--- src/rtl/nodf_module_intf.sv ---
// Passive monitor for the ap_ctrl block-level handshake of one non-dataflow HLS module.
// Counts transactions, tracks latency statistics, flags protocol errors and freezes on finish.
module nodf_module_intf #(
  parameter int CNT_W = 32,
  parameter int LAT_W = 32
) (
  input  logic             clock,
  input  logic             reset,
  input  logic             ap_start,
  input  logic             ap_ready,
  input  logic             ap_done,
  input  logic             ap_continue,
  input  logic             finish,
  output logic [1:0]       state,
  output logic [CNT_W-1:0] start_count,
  output logic [CNT_W-1:0] ready_count,
  output logic [CNT_W-1:0] done_count,
  output logic [LAT_W-1:0] last_latency,
  output logic [LAT_W-1:0] min_latency,
  output logic [LAT_W-1:0] max_latency,
  output logic [CNT_W-1:0] busy_cycles,
  output logic             txn_done,
  output logic [1:0]       proto_err,
  output logic             finished
);

  localparam logic [1:0] IDLE      = 2'd0;
  localparam logic [1:0] BUSY      = 2'd1;
  localparam logic [1:0] DONE_WAIT = 2'd2;
  localparam logic [1:0] FINISHED  = 2'd3;

  function automatic logic [CNT_W-1:0] cnt_inc(input logic [CNT_W-1:0] v);
    return (&v) ? v : v + CNT_W'(1);
  endfunction

  function automatic logic [LAT_W-1:0] lat_inc(input logic [LAT_W-1:0] v);
    return (&v) ? v : v + LAT_W'(1);
  endfunction

  logic [LAT_W-1:0] cur_lat;
  logic             ready_seen;

  logic             start_ev, busy_ev, done_rec, done_acc, ready_ev, err0, err1;
  logic [LAT_W-1:0] rec_lat;
  logic [1:0]       nstate;

  // Every event is qualified by a live state, so FINISHED suppresses all updates.
  always_comb begin
    start_ev = (state == IDLE) && ap_start;
    busy_ev  = start_ev || (state == BUSY);
    done_rec = busy_ev && ap_done;
    done_acc = (done_rec && ap_continue) || ((state == DONE_WAIT) && ap_continue);
    ready_ev = ap_ready && (start_ev || (state == BUSY) || (state == DONE_WAIT));
    err0     = ap_done && (((state == IDLE) && !ap_start) || (state == DONE_WAIT));
    err1     = (state == BUSY) && !ap_start && !ready_seen && !ap_ready;
    rec_lat  = (state == BUSY) ? lat_inc(cur_lat) : LAT_W'(1);

    nstate = state;
    case (state)
      IDLE:      if (start_ev) nstate = !ap_done ? BUSY : (ap_continue ? IDLE : DONE_WAIT);
      BUSY:      if (ap_done) nstate = ap_continue ? IDLE : DONE_WAIT;
      DONE_WAIT: if (ap_continue) nstate = IDLE;
      default:   nstate = FINISHED;
    endcase
    if (finish) nstate = FINISHED;
  end

  always_ff @(posedge clock or posedge reset) begin
    if (reset) begin
      state        <= IDLE;
      start_count  <= '0;
      ready_count  <= '0;
      done_count   <= '0;
      last_latency <= '0;
      min_latency  <= '1;
      max_latency  <= '0;
      busy_cycles  <= '0;
      txn_done     <= 1'b0;
      proto_err    <= 2'b00;
      finished     <= 1'b0;
      cur_lat      <= '0;
      ready_seen   <= 1'b0;
    end else begin
      state    <= nstate;
      finished <= (nstate == FINISHED);
      txn_done <= done_rec;

      if (start_ev) start_count <= cnt_inc(start_count);
      if (ready_ev) ready_count <= cnt_inc(ready_count);
      if (done_acc) done_count  <= cnt_inc(done_count);
      if (busy_ev)  busy_cycles <= cnt_inc(busy_cycles);

      if (start_ev)
        cur_lat <= LAT_W'(1);
      else if ((state == BUSY) && !ap_done)
        cur_lat <= lat_inc(cur_lat);

      if (start_ev)
        ready_seen <= 1'b0;
      else if ((state == BUSY) && ap_ready)
        ready_seen <= 1'b1;

      if (done_rec) begin
        last_latency <= rec_lat;
        if (rec_lat < min_latency) min_latency <= rec_lat;
        if (rec_lat > max_latency) max_latency <= rec_lat;
      end

      if (err0) proto_err[0] <= 1'b1;
      if (err1) proto_err[1] <= 1'b1;
    end
  end

endmodule

--- config.mk ---
export PLATFORM = sky130hd
export DESIGN_NAME = nodf_module_intf
export DESIGN_NICKNAME = d
export VERILOG_FILES = /design/src/rtl/nodf_module_intf.sv
export SDC_FILE = /design/constraint.sdc
export NUM_CORES = 1
export LEC_CHECK = 0
export CAP_MARGIN = 5
export CORE_MARGIN = 2
export CORE_UTILIZATION = 45
export DETAILED_ROUTE_END_ITERATION = 10
export GPL_ROUTABILITY_DRIVEN = 0
export HOLD_SLACK_MARGIN = 0.03
export PLACE_DENSITY = 0.67
export RECOVER_POWER = 50
export SLEW_MARGIN = 10
export SYNTH_ARGS = -nofsm -noshare
export SYNTH_HDL_FRONTEND = slang
export SYNTH_SLANG_ARGS = --single-unit
--- constraint.sdc ---
create_clock -name clock -period 9.4 [get_ports clock]
set_input_delay 1.41 -clock clock [delete_from_list [all_inputs] [get_ports clock]]
set_output_delay 1.41 -clock clock [all_outputs]
set_load 0.005 [all_outputs]
==> Word level (Yosys, flattened, before mapping) <==
Index checks and enable logic that the tools add are counted.
{ "word_totals": {"ff_bits": 263, "in_bits": 7, "output_inout_bits": 230, "wordCells": 75} }
{ "classes": {"addsub": 5, "order_cmp": 2, "eq_ne": 3, "mux": 13, "n_bitwise": 4, "n_reduce_logical": 34} }
{ "op_table": {"columns": ["operator", "n"], "rows": [
  ["adder 32 x 1 -> 32 bit, second input constant", 5],
  ["AND reduction 32 bit", 5],
  ["two-way mux 32 bit", 4],
  ["greater-than comparator 32 bit", 1],
  ["< comparator 32 bit", 1],
  ["logical AND 1 bit", 12],
  ["two-way mux 2 bit", 6],
  ["AND reduction 2 bit", 6],
  ["one-hot mux 2 bit (3 select lines)", 1],
  ["equality test 2 bit, second input constant", 2],
  ["zero test 1 bit", 4],
  ["logical OR 1 bit", 4],
  ["NOT 1 bit", 4],
  ["nonzero test 2 bit", 2],
  ["equality test 2 x 1 -> 1 bit, second input constant", 1],
  ["zero test 2 bit", 1],
  ["two-way mux 1 bit", 2]
]} }

==> Logic depth before layout (Yosys ltp) <==
{ "logic_depth": {"word_depth": 7, "ltp_mapped": 20, "mapped_depth_nobuf": 16} }

==> Worst setup path after synthesis <==
No wires, ideal clock.
{ "synth_timing": {"path_kind": "register to register", "startpoint": "register cur_lat[1]", "endpoint": "register max_latency[10]", "arrival_ns": 4.114, "required_ns": 9.275, "path_slack_ns": 5.160, "path_stages_with_launch": 18, "n_path_buf": 2, "period_less_slack_ns": 4.240, "cell_sequence": "dfrtp_1 -> ha_1 -> buf_2 -> nand3_1 -> nor4_4 -> a31oi_1 -> nand3_1 -> or3_1 -> a21oi_1 -> ha_1 -> nand4_1 -> nor2_1 -> and3_1 -> a311o_1 -> a31oi_1 -> a21o_1 -> buf_6 -> mux2_4"} }
{ "synth_via": {"elab_chain_len": 5, "elab_cells_between_ends": 6, "classes_between": "1 x add/sub; 1 x order compare; 2 x mux; 2 x reduce/logical"} }
{ "synth_lines": {"columns": ["element", "line_no", "text"], "rows": [
  ["start, declared", "40", "logic [LAT_W-1:0] cur_lat;"],
  ["start signal, assigned", "96", "cur_lat <= lat_inc(cur_lat);"],
  ["adder 32 x 1 -> 32 bit or AND reduction 32 bit (tied branches)", "37", "return (&v) ? v : v + LAT_W'(1);"],
  ["two-way mux 32 bit (*)", null, null],
  ["two-way mux 32 bit (*)", "56", "rec_lat = (state == BUSY) ? lat_inc(cur_lat) : LAT_W'(1);"],
  ["via rec_lat[27]", "44", "logic [LAT_W-1:0] rec_lat;"],
  ["greater-than comparator 32 bit (*)", "106", "if (rec_lat > max_latency) max_latency <= rec_lat;"],
  ["AND reduction 2 bit (no line) (*)", null, null],
  ["end signal, assigned", "106", null],
  ["end, declared", "20", "output logic [LAT_W-1:0] max_latency,"]
]} }
Mark *: on every way through the listed nets, which the timed path passes. The rest lies on a longest branch.
A chain may end at the register's enable or synchronous reset.

==> impl_results.md <==
* Die Span Y at 183 um
* Flop pwr share at 0.434
* Pleak at 8.12 nW
* Port buffer count at 236
* Netlist Area Pre-Place at 0.0144 mm2
* CP Cell Sequence: clkdlybuf4s50_1 > inv_1
* Actual slew at the worst max-slew pin at 5500 ps
* Crit-path max cell delay at 3790 ps
* Asr flop ratio synth at 1.00
* Post-DP HPWL at 27.8 mm
* Post-Synth Simple-Gate Area at 0.200
* DRC errors left at 0
* Starting Density at 0.456
* Peak VDD IR at roughly 140 uV
* P_sw at a little under 0.9 mW
* Vias in the first global route at 11,700
* Resized cells post-CTS at 0
* Placed Cells at 2,040
* Multi-input logic area at 0.00716 mm2
* Min-delay src: proto_err[0]
* Antenna Nets Post-Route at 0
* Nets at between 1,500 and 2,000
* Gate power share at 0.181
* Pwr dens at between 150 and 200 mW/mm2
* GRT Overall Usage at 0.232
* Crit path max fanout at 144
* Final Non-Filler Cells at 2,095
* Status: finished with violations
* Setup crit start: reset
* Layout area overhead at 25.7%
* Post-synthesis sequential area ratio at 0.461
* Crit Path Class: input port to asynchronous set/reset pin
* I/O pin count at 237
* Htree depth at 1
* TritonCTS clock tree: yes
* Normalized max-slew margin at -2.66
* Multiplexer share of the synthesized area at 0.0380
* Clock share of power at 0.385
* Area of the die at between 0.03 and 0.04 mm2
* Total of max-cap violations at 3
* Post-CTS Setup Inserts at 0
* Critical Path RT at ~8700 ps
* Violated checks: capacitance limit, slew limit
* Clock Skew at approximately 19 ps
* Critical path's slowest cell: inv_1
* Reg area at 0.00662 mm2
* Total grt overflow at 0
* Clk_lat worst skew at around 570 ps
* CP Launch Type: input port
* Fill count at 2,733
* Core area at 0.0315 mm2
* Number of synthesized register bits at 263
* Final min period at 6430 ps
* Syn Inst Count at between 1,000 and 1,500
* Drt pass-1 iters at 5
* Setup WS post-layout at 2970 ps
* Largest family of logic cells by synthesized area: simple AND/OR/NAND/NOR gates
* RSZ-0062 raised after global routing: no
* Largest delay contributor family on the critical path: buffers and inverters
* Max Slew Vio Count at 206
* Fraction of layout cells with a size suffix above 1 at 0.0856
* Die width at 183 um
* Vias at 12,000
* Number of buffers created by CTS at 30
* YS warnings at 0
* Switching Fraction at 0.285
* Hold Violations, Final at 0
* Adder-cell share of the synthesized area at 0.0562
* Compound-Gate Fraction of Synth Area at 0.114
* Post-synth EDFFs at 0
* Total negative slack at 0 ps
* Arrival @ worst endpoint at 5760 ps
* Root buffer cell: clkbuf_16
* Cell area after layout at 0.0180 mm2
* Initial drt markers at roughly 900
* Worst hold path class: register to register
* CTS Sinks at 263
* Fmax at between 150 and 200 MHz
* Syn Nets at 1,514
* Via/cell ratio at ~5.7
* Setup violations, final at 0
* Longest Clk Path Bufs at 3
* Pint at 2.20 mW
* First-pass GRT wire length at ~63 mm
* Initial antenna violation count at 0
* Avg WL per Cell at 18.7 um
* XOR/XNOR share of the synthesized area at 0.0903
* Pre-CTS WS at 3670 ps
* Wire length after detailed routing at 39.2 mm
* Largest net degree at the start of global routing at 145
* Area after DPL at 0.0171 mm2
* Crit path buf inv count at 2
* Hold Buf Count CTS at 0
* Reg clk slew, reported paths at 60 ps
* Distinct cell type count of the synthesized netlist at between 60 and 70
* Fin crit share at 0.684
* Core Rows at 65
* Top FF cell, synth: dfrtp_1
* Worst setup EP type: asynchronous set/reset pin
* # diodes at 0
* Syn Area/Cell at 9.93 um2
* Critical register-to-register path startpoint: cur_lat[0]
Yosys cell counts (4+ instances only):
cell,count,area share
a211oi_1,12,0.0063
a21o_1,17,0.0089
a21oi_1,24,0.0084
a22o_1,17,0.010
a31oi_1,9,0.0039
and2_1,10,0.0044
and3_1,36,0.016
and4_1,25,0.015
buf_2,12,0.0042
buf_6,7,0.0055
clkbuf_1,36,0.0094
dfrtp_1,231,0.40
dfstp_2,32,0.059
ha_1,62,0.054
inv_1,76,0.020
mux2_2,4,0.0031
mux2_4,28,0.029
mux2i_1,8,0.0056
nand2_1,190,0.050
nand2b_1,7,0.0031
nand3_1,73,0.025
nand4_1,57,0.025
nor2_1,89,0.023
nor2b_1,8,0.0035
nor3_1,23,0.0080
nor3b_1,4,0.0021
nor4_1,12,0.0052
o2111ai_1,29,0.018
o211ai_1,32,0.017
o21ai_0,59,0.021
o31ai_1,6,0.0031
or3_1,10,0.0044
xnor2_1,109,0.067
xor2_1,39,0.024
flip-flops by register name, indices dropped and copies added (netlist names):
register      cells
max_latency      32
txn_done          1
done_count       32
start_count      32
proto_err         2
ready_count      32
finished          1
busy_cycles      32
min_latency      32
last_latency     32
state             2
ready_seen        1
cur_lat          32
stage by stage:
stage	hold slack, ps	total power [mW]	utilization
after detailed placement	454	1.92	0.542
after floorplan	451	1.65	-
after global routing	489	3.22	0.573
after CTS	468	3.12	0.574
final	460	3.08	0.573
after global placement	444	1.91	0.542
cells in the final DEF (no fill, tap or decap), drive strengths merged, types with 39 or more instances in the layout:
| cell | netlist | final |
|---|---|---|
| dfrtp | 231 | 231 |
| nand2 | 190 | 190 |
| dlygate4sd3 | 0 | 119 |
| clkdlybuf4s50 | 0 | 117 |
| xnor2 | 109 | 109 |
| nor2 | 91 | 91 |
| inv | 77 | 77 |
| nand3 | 73 | 73 |
| ha | 62 | 62 |
| o21ai | 61 | 61 |
| nand4 | 61 | 61 |
| clkbuf | 36 | 44 |
| xor2 | 39 | 39 |
final cells by class:
type | count | share of cell area
multi-input cells | 1048 | 0.397
flip-flops and latches | 263 | 0.367
repair buffers | 250 | 0.137
clock buffers | 41 | 0.0473
well taps | 402 | 0.0279
inverters | 77 | 0.0160
clock inverters | 14 | 0.00818
power by group through the flow:
stage	clock [mW]	sequential, mW	combinational, mW
after floorplan	0	1.33	0.318
after global placement	0	1.35	0.554
after detailed placement	0	1.36	0.564
after CTS	1.22	1.34	0.566
after global routing	1.26	1.35	0.608
final	1.19	1.34	0.557
kinds of logic (layout without fill, tap and decap cells):
| family | count (synthesis) | after routing |
|---|---|---|
| AOI/OAI and AO/OA | 232 | 232 |
| adders and majority gates | 65 | 65 |
| xor gates and xnor gates | 148 | 148 |
| buffers and inverters | 134 | 382 |
| DFF | 263 | 263 |
| and+or+nand+nor | 563 | 563 |
| muxes | 40 | 40 |
worst register-to-register path: stages, from the launching register on:
cell     delay (ps)
dfrtp_1         480
ha_1            400
nand3_1         200
nor4_4          450
and3_1          680
nor3_1          190
xnor2_1         180
nor2_1          360
ha_1            340
a21o_1          160
a21o_1          170
a21oi_1         140
o21ai_0          90
or3_1           400
nand4_1         140
a21o_2          930
mux2_4          360
worst paths after layout:
path,slack (ps),cells past startpoint,to
setup / recovery,2970,2,last_latency[8]
hold / removal,460,1,proto_err[0]
setup reg to reg,3600,16,max_latency[14]
hold reg to reg,460,1,proto_err[0]
max in group clock,3600,16,max_latency[14]
min in group asynchronous,3270,2,done_count[12]
layer usage:
metal,share of wire,track usage,vias up,wire length [um]
li1,-,-,5620,-
met1,0.46,0.331,5860,18000
met2,0.45,0.366,399,17800
met3,0.062,0.0435,72,2450
met4,0.024,0.0532,0,950
met5,0,0,-,0
Note: power is estimated with default switching activity, not from simulation.
